### src/rtl/apb_master_bridge.sv
// apb_master_bridge: single-outstanding valid/ready command to APB requester with wait-state timeout
module apb_master_bridge #(
  parameter int ADDR_WIDTH  = 8,
  parameter int DATA_WIDTH  = 8,
  parameter int TIMEOUT_CYC = 16
) (
  input  logic                  pclk,
  input  logic                  presetn,
  input  logic                  cmd_valid,
  output logic                  cmd_ready,
  input  logic                  cmd_write,
  input  logic [ADDR_WIDTH-1:0] cmd_addr,
  input  logic [DATA_WIDTH-1:0] cmd_wdata,
  output logic                  rsp_valid,
  input  logic                  rsp_ready,
  output logic                  rsp_write,
  output logic [DATA_WIDTH-1:0] rsp_rdata,
  output logic                  rsp_slverr,
  output logic                  rsp_timeout,
  output logic                  psel,
  output logic                  penable,
  output logic                  pwrite,
  output logic [ADDR_WIDTH-1:0] paddr,
  output logic [DATA_WIDTH-1:0] pwdata,
  input  logic [DATA_WIDTH-1:0] prdata,
  input  logic                  pready,
  input  logic                  pslverr
);
  localparam int CW = TIMEOUT_CYC > 0 ? $clog2(TIMEOUT_CYC + 1) : 1;
  localparam logic [CW-1:0] LAST = CW'(TIMEOUT_CYC - 1);
  typedef enum logic [1:0] {IDLE, SETUP, ACCESS} state_t;
  state_t state, state_n;
  logic [CW-1:0] cnt, cnt_n;
  logic psel_n, penable_n, pwrite_n, rsp_valid_n, rsp_write_n, rsp_slverr_n, rsp_timeout_n;
  logic [ADDR_WIDTH-1:0] paddr_n;
  logic [DATA_WIDTH-1:0] pwdata_n, rsp_rdata_n;
  assign cmd_ready = (state == IDLE) && !rsp_valid;
  always_comb begin
    state_n       = state;
    cnt_n         = cnt;
    psel_n        = psel;
    penable_n     = penable;
    pwrite_n      = pwrite;
    paddr_n       = paddr;
    pwdata_n      = pwdata;
    rsp_valid_n   = rsp_valid && !rsp_ready;
    rsp_write_n   = rsp_write;
    rsp_rdata_n   = rsp_rdata;
    rsp_slverr_n  = rsp_slverr;
    rsp_timeout_n = rsp_timeout;
    case (state)
      IDLE: if (cmd_valid && cmd_ready) begin
        paddr_n   = cmd_addr;
        pwrite_n  = cmd_write;
        pwdata_n  = cmd_write ? cmd_wdata : '0;
        psel_n    = 1'b1;
        penable_n = 1'b0;
        state_n   = SETUP;
      end
      SETUP: begin
        penable_n = 1'b1;
        cnt_n     = '0;
        state_n   = ACCESS;
      end
      ACCESS: if (pready) begin
        psel_n        = 1'b0;
        penable_n     = 1'b0;
        state_n       = IDLE;
        rsp_valid_n   = 1'b1;
        rsp_write_n   = pwrite;
        rsp_slverr_n  = pslverr;
        rsp_rdata_n   = pwrite ? '0 : prdata;
        rsp_timeout_n = 1'b0;
      end else begin
        cnt_n = (&cnt) ? cnt : cnt + 1'b1;
        // abort on the edge that would start the TIMEOUT_CYC+1'th wait cycle
        if (TIMEOUT_CYC != 0 && cnt == LAST) begin
          psel_n        = 1'b0;
          penable_n     = 1'b0;
          state_n       = IDLE;
          rsp_valid_n   = 1'b1;
          rsp_write_n   = pwrite;
          rsp_slverr_n  = 1'b0;
          rsp_rdata_n   = '0;
          rsp_timeout_n = 1'b1;
        end
      end
      default: begin
        psel_n    = 1'b0;
        penable_n = 1'b0;
        state_n   = IDLE;
      end
    endcase
  end
  always_ff @(posedge pclk or negedge presetn)
    if (!presetn) begin
      state       <= IDLE;
      cnt         <= '0;
      psel        <= 1'b0;
      penable     <= 1'b0;
      pwrite      <= 1'b0;
      paddr       <= '0;
      pwdata      <= '0;
      rsp_valid   <= 1'b0;
      rsp_write   <= 1'b0;
      rsp_rdata   <= '0;
      rsp_slverr  <= 1'b0;
      rsp_timeout <= 1'b0;
    end else begin
      state       <= state_n;
      cnt         <= cnt_n;
      psel        <= psel_n;
      penable     <= penable_n;
      pwrite      <= pwrite_n;
      paddr       <= paddr_n;
      pwdata      <= pwdata_n;
      rsp_valid   <= rsp_valid_n;
      rsp_write   <= rsp_write_n;
      rsp_rdata   <= rsp_rdata_n;
      rsp_slverr  <= rsp_slverr_n;
      rsp_timeout <= rsp_timeout_n;
    end
endmodule

### config.mk
export PLATFORM = sky130hd
export DESIGN_NAME = apb_master_bridge
export DESIGN_NICKNAME = d
export VERILOG_FILES = /design/src/rtl/apb_master_bridge.sv
export SDC_FILE = /design/constraint.sdc
export NUM_CORES = 1
export LEC_CHECK = 0
export CORE_UTILIZATION = 35
export DETAILED_ROUTE_END_ITERATION = 10
export PLACE_DENSITY = 0.76
export SKIP_CTS_REPAIR_TIMING = 1
export SLEW_MARGIN = 5
export SYNTH_ARGS = -nofsm -noshare
export SYNTH_HDL_FRONTEND = slang
export SYNTH_SLANG_ARGS = --single-unit
### constraint.sdc
create_clock -name pclk -period 5.4 [get_ports pclk]
set_input_delay 1.08 -clock pclk [delete_from_list [all_inputs] [get_ports pclk]]
set_output_delay 1.08 -clock pclk [all_outputs]
set_load 0.03 [all_outputs]
# Word-level counts from Yosys, hierarchy flattened
# Cells that the tools add are included.
# totals
elab_cells,60
inputBits,31
regBits,38
n_memories,0
ramBits,0
output_inout_bits,32
latchBits,0
romBits,0
# classes
n_div,0
bitwise_logic,1
n_reduce_logical,14
mux,25
add_sub_neg,1
mul,0
shifts,0
n_eq_ne,7
n_lt_le_gt_ge,0
# ops
cell,n
$mux W8,4
$mux W1,12
$mux W5,2
$pmux W5 S2,1
$mux W2,3
$pmux W1 S3,2
$pmux W2 S3,1
$reduce_and A2 Y1,3
$reduce_and A3 Y1,2
$add A5 B1 Y5 const B,1
$eq A5 B4 Y1 const B,1
$reduce_and A5 Y1,1
$ne A2 B2 Y1 const B,2
$reduce_bool A2 Y1,2
$logic_and A1 B1 Y1,3
$ne A3 B3 Y1 const B,1
$eq A2 B1 Y1 const B,1
$eq A2 B2 Y1 const B,1
$logic_not A1 Y1,2
$logic_not A2 Y1,1
$ne A2 B1 Y1 const B,1
$not A1 Y1,1

# Depth between registers and ports, before layout
# logic_depth
depth_word,5
ltp_mapped,7
ltp_nobuf,6

# Least setup slack after synthesis
# OpenSTA, ideal clock, no wires.
# synth_path
kind,flip-flop to output port
from,"register, netlist name penable"
to,output cmd_ready
setup_slack_ns,2.826
arrival_time_ns,1.494
path_stages_with_launch,3
n_path_buf,1
path_cell_list,dfrtp_1 -> clkbuf_1 -> nor3_1
# synth_lines
item,line,source
"end, declared",10,"output logic cmd_ready,"

==> summary.md <==
| Metric | Value |
|---|---|
| Clock-pin slew on the worst setup and hold paths | around 0.070 ns |
| Share of layout cells above drive strength 1 | under 10% |
| Cell with the most instances after synthesis | nand2_1 |
| Row count | 24 |
| Clock Path Buffers | 2 |
| Critical path launch point type | flop |
| DRC errors left | 0 |
| Clock Tree Root | clkbuf_8 |
| Die extent in y | approximately 70 µm |
| CTS Sinks | 37 |
| Final Util | between 50% and 60% |
| Syn Area/Cell | a little under 10 µm² |
| Outcome | finished clean |
| Top_reg_cell synth | dfrtp_1 |
| Crit path cell chain | nor3_1, clkdlybuf4s50_1 |
| Placer Congestion | approximately 0.8 |
| Worst-path maximum fanout | 17 |
| First-pass GRT wire length | 6.320 mm |
| Total CTS buffers | 5 |
| Synth cell types | 35 |
| Worst hold path type | flop to flop |
| Pwr Total | ~1.4 mW |
| Clock Skews | between 0.002 and 0.0025 ns |
| Die area | about 4900 µm² |
| Number of DRC markers in iteration 0 | about 120 |
| DR vias/cell | approximately 4.9 |
| WL final | between 3 and 4 mm |
| Syn Inst Count | roughly 170 |
| Layout area overhead | 45.07% |
| Final Max Slew Viols | 0 |
| Largest area contributor in the netlist | dfrtp_1 |
| Initial antenna violation count | 0 |
| Post-Syn Area | roughly 1600 µm² |
| RSZ-0062 raised after global routing | no |
| Post-route antenna net violation count | 0 |
| Final setup viols | 0 |
| DR vias | 1,381 |
| WL/cell | 13.16 µm |
| Final period utilization | about 54% |
| Synth Register Bits | 37 |
| Leak | around 1.1 nW |
| All-Layer GR Usage | 16.29% |
| Detailed-placement wirelength estimate | between 2 and 3 mm |
| Yosys top cell area share | a little under three fifths |
| Commonest cells in the netlist | nand2_1 (56), dfrtp_1 (37), o21ai_0 (20), nand3_1 (9), nor2_1 (4) |
| Post-synth net total | approximately 200 |
| Slowest cell delay on critical path | ~0.70 ns |
| Top Ports | 63 |
| Asr flop ratio synth | 100.0% |
| Slew headroom | a little under a third |
| Required time worst endpoint | between 4 and 5 ns |
| Slowest CP cell | clkdlybuf4s50_1 |
| VDD IR max | roughly 250 µV |
| Max Cap Violations | 0 |
| Fmax | 0.3435 GHz |
| Filler cells | between 300 and 400 |
| Port Buffers | 62 |
| Vias in the first global route | about 1,300 |
| EDFF count, synth | 0 |
| Yosys warns | 0 |
| Critical setup path kind | flop to output pin |
| Final net count | between 200 and 300 |
| Slew @ Worst Pin | 1.035 ns |
| CP Capture Type | output pin |
| Worst-Skew Late Latency | about 0.28 ns |
| N_diodes | 0 |
| Post-synthesis sequential area ratio | 57.01% |
| Die span in x | between 70 and 80 µm |
| PnR worst setup slack | approximately 2.5 ns |
| Period minus WS final | ~2.9 ns |
| Setup tns final | 0 ns |
| Grt total ovfl | 0 |
| H-tree depth | 2 |
| Dpl ws | about 2.4 ns |
| Worst EP arrival | roughly 1.8 ns |
| TritonCTS clock tree | yes |
| Synth area leaders | dfrtp_1 (57%), nand2_1 (13%), o21ai_0 (6.2%) |
| Core footprint | about 4400 µm² |
| Initial core utilization | between 30 and 40% |
| TritonRoute pass-1 iters | 4 |
| Final hold viol count | 0 |
| Largest net degree at the start of global routing | 38 |
| Power Density | around 600 nW/µm² |
-- critical path, delay by kind of cell (launching register included) --
family | cells | cell delay (ns)
buf+inv | 1 | 0.70
flops | 1 | 0.57
simple gates | 1 | 0.28
-- layout make-up --
| type | count | area [µm²] | share of cell area [%] |
|---|---|---|---|
| clock inverter | 1 | 30.03 | 1.275 |
| clock buffer | 7 | 86.33 | 3.664 |
| sequential | 37 | 925.9 | 39.30 |
| timing repair buffer | 62 | 615.6 | 26.13 |
| multi-input combinational | 119 | 613.1 | 26.02 |
| tap | 52 | 65.06 | 2.762 |
| inverter | 4 | 20.02 | 0.8497 |
-- worst paths after layout --
path / from / to / slack [ns] / cells after the start
setup / recovery: penable / cmd_ready / 2.49 / 2
hold / removal: pwdata[6] / pwdata[6] / 0.47 / 2
setup reg to reg: cnt[0] / rsp_write / 2.94 / 5
hold reg to reg: pwdata[6] / pwdata[6] / 0.47 / 2
max in group asynchronous: presetn / paddr[5] / 4.00 / 1
min in group asynchronous: presetn / cnt[4] / 0.89 / 1
-- metal layers --
layer  vias to the layer above  GRT usage [%]  routed length, µm
met1                       646          20.92               1699
met5                         -              0                  0
met2                        42          25.96               1768
met4                         0          5.333                 49
met3                         6          5.339                195
li1                        687              -                  -
-- power by group --
part | internal, mW | switching, mW | leakage [nW] | total [mW]
clock network | 0.151 | 0.0944 | 0.0585 | 0.245
registers | 0.389 | 0.0885 | 0.481 | 0.477
logic | 0.270 | 0.385 | 0.540 | 0.655
-- placed cells by master (no fill, tap or decap), types with 2 or more instances in the layout --
| master | Yosys | final |
|---|---|---|
| a22o_1 | 2 | 2 |
| nor2b_1 | 3 | 3 |
| clkbuf_8 | 0 | 6 |
| dfrtp_1 | 37 | 37 |
| a21oi_1 | 3 | 3 |
| clkdlybuf4s50_1 | 0 | 61 |
| inv_1 | 3 | 3 |
| o21ai_0 | 20 | 20 |
| ha_1 | 3 | 3 |
| a31oi_1 | 2 | 2 |
| nor2_1 | 4 | 4 |
| nand2_1 | 56 | 56 |
| nand3_1 | 9 | 9 |
-- through the flow --
step	instances	hold WS (ns)	area (µm²)
after CTS	282	0.4771	2356
after global routing	282	0.4937	2356
after floorplan	169	0.5026	1624
after global placement	274	0.4508	2240
after detailed placement	274	0.4599	2240
final	282	0.4739	2356
-- state kept, by name, indices dropped and copies added, names as in the netlist --
register and count:
cnt 5, pwdata 8, rsp_valid 1, state 1, penable 1, rsp_rdata 8
psel 1, pwrite 1, paddr 8, rsp_write 1, rsp_slverr 1, rsp_timeout 1
-- kinds of logic after synthesis --
group | count (synthesis) | share of synthesized area, %
AOI/OAI and AO/OA | 33 | 12.02
xor gates and xnor gates | 1 | 0.5394
adders and majority gates | 3 | 2.311
buffers and inverters | 13 | 5.238
DFF | 37 | 57.01
muxes | 2 | 1.310
and+or+nand+nor | 80 | 21.57
Note: power is estimated with default switching activity, not from simulation.
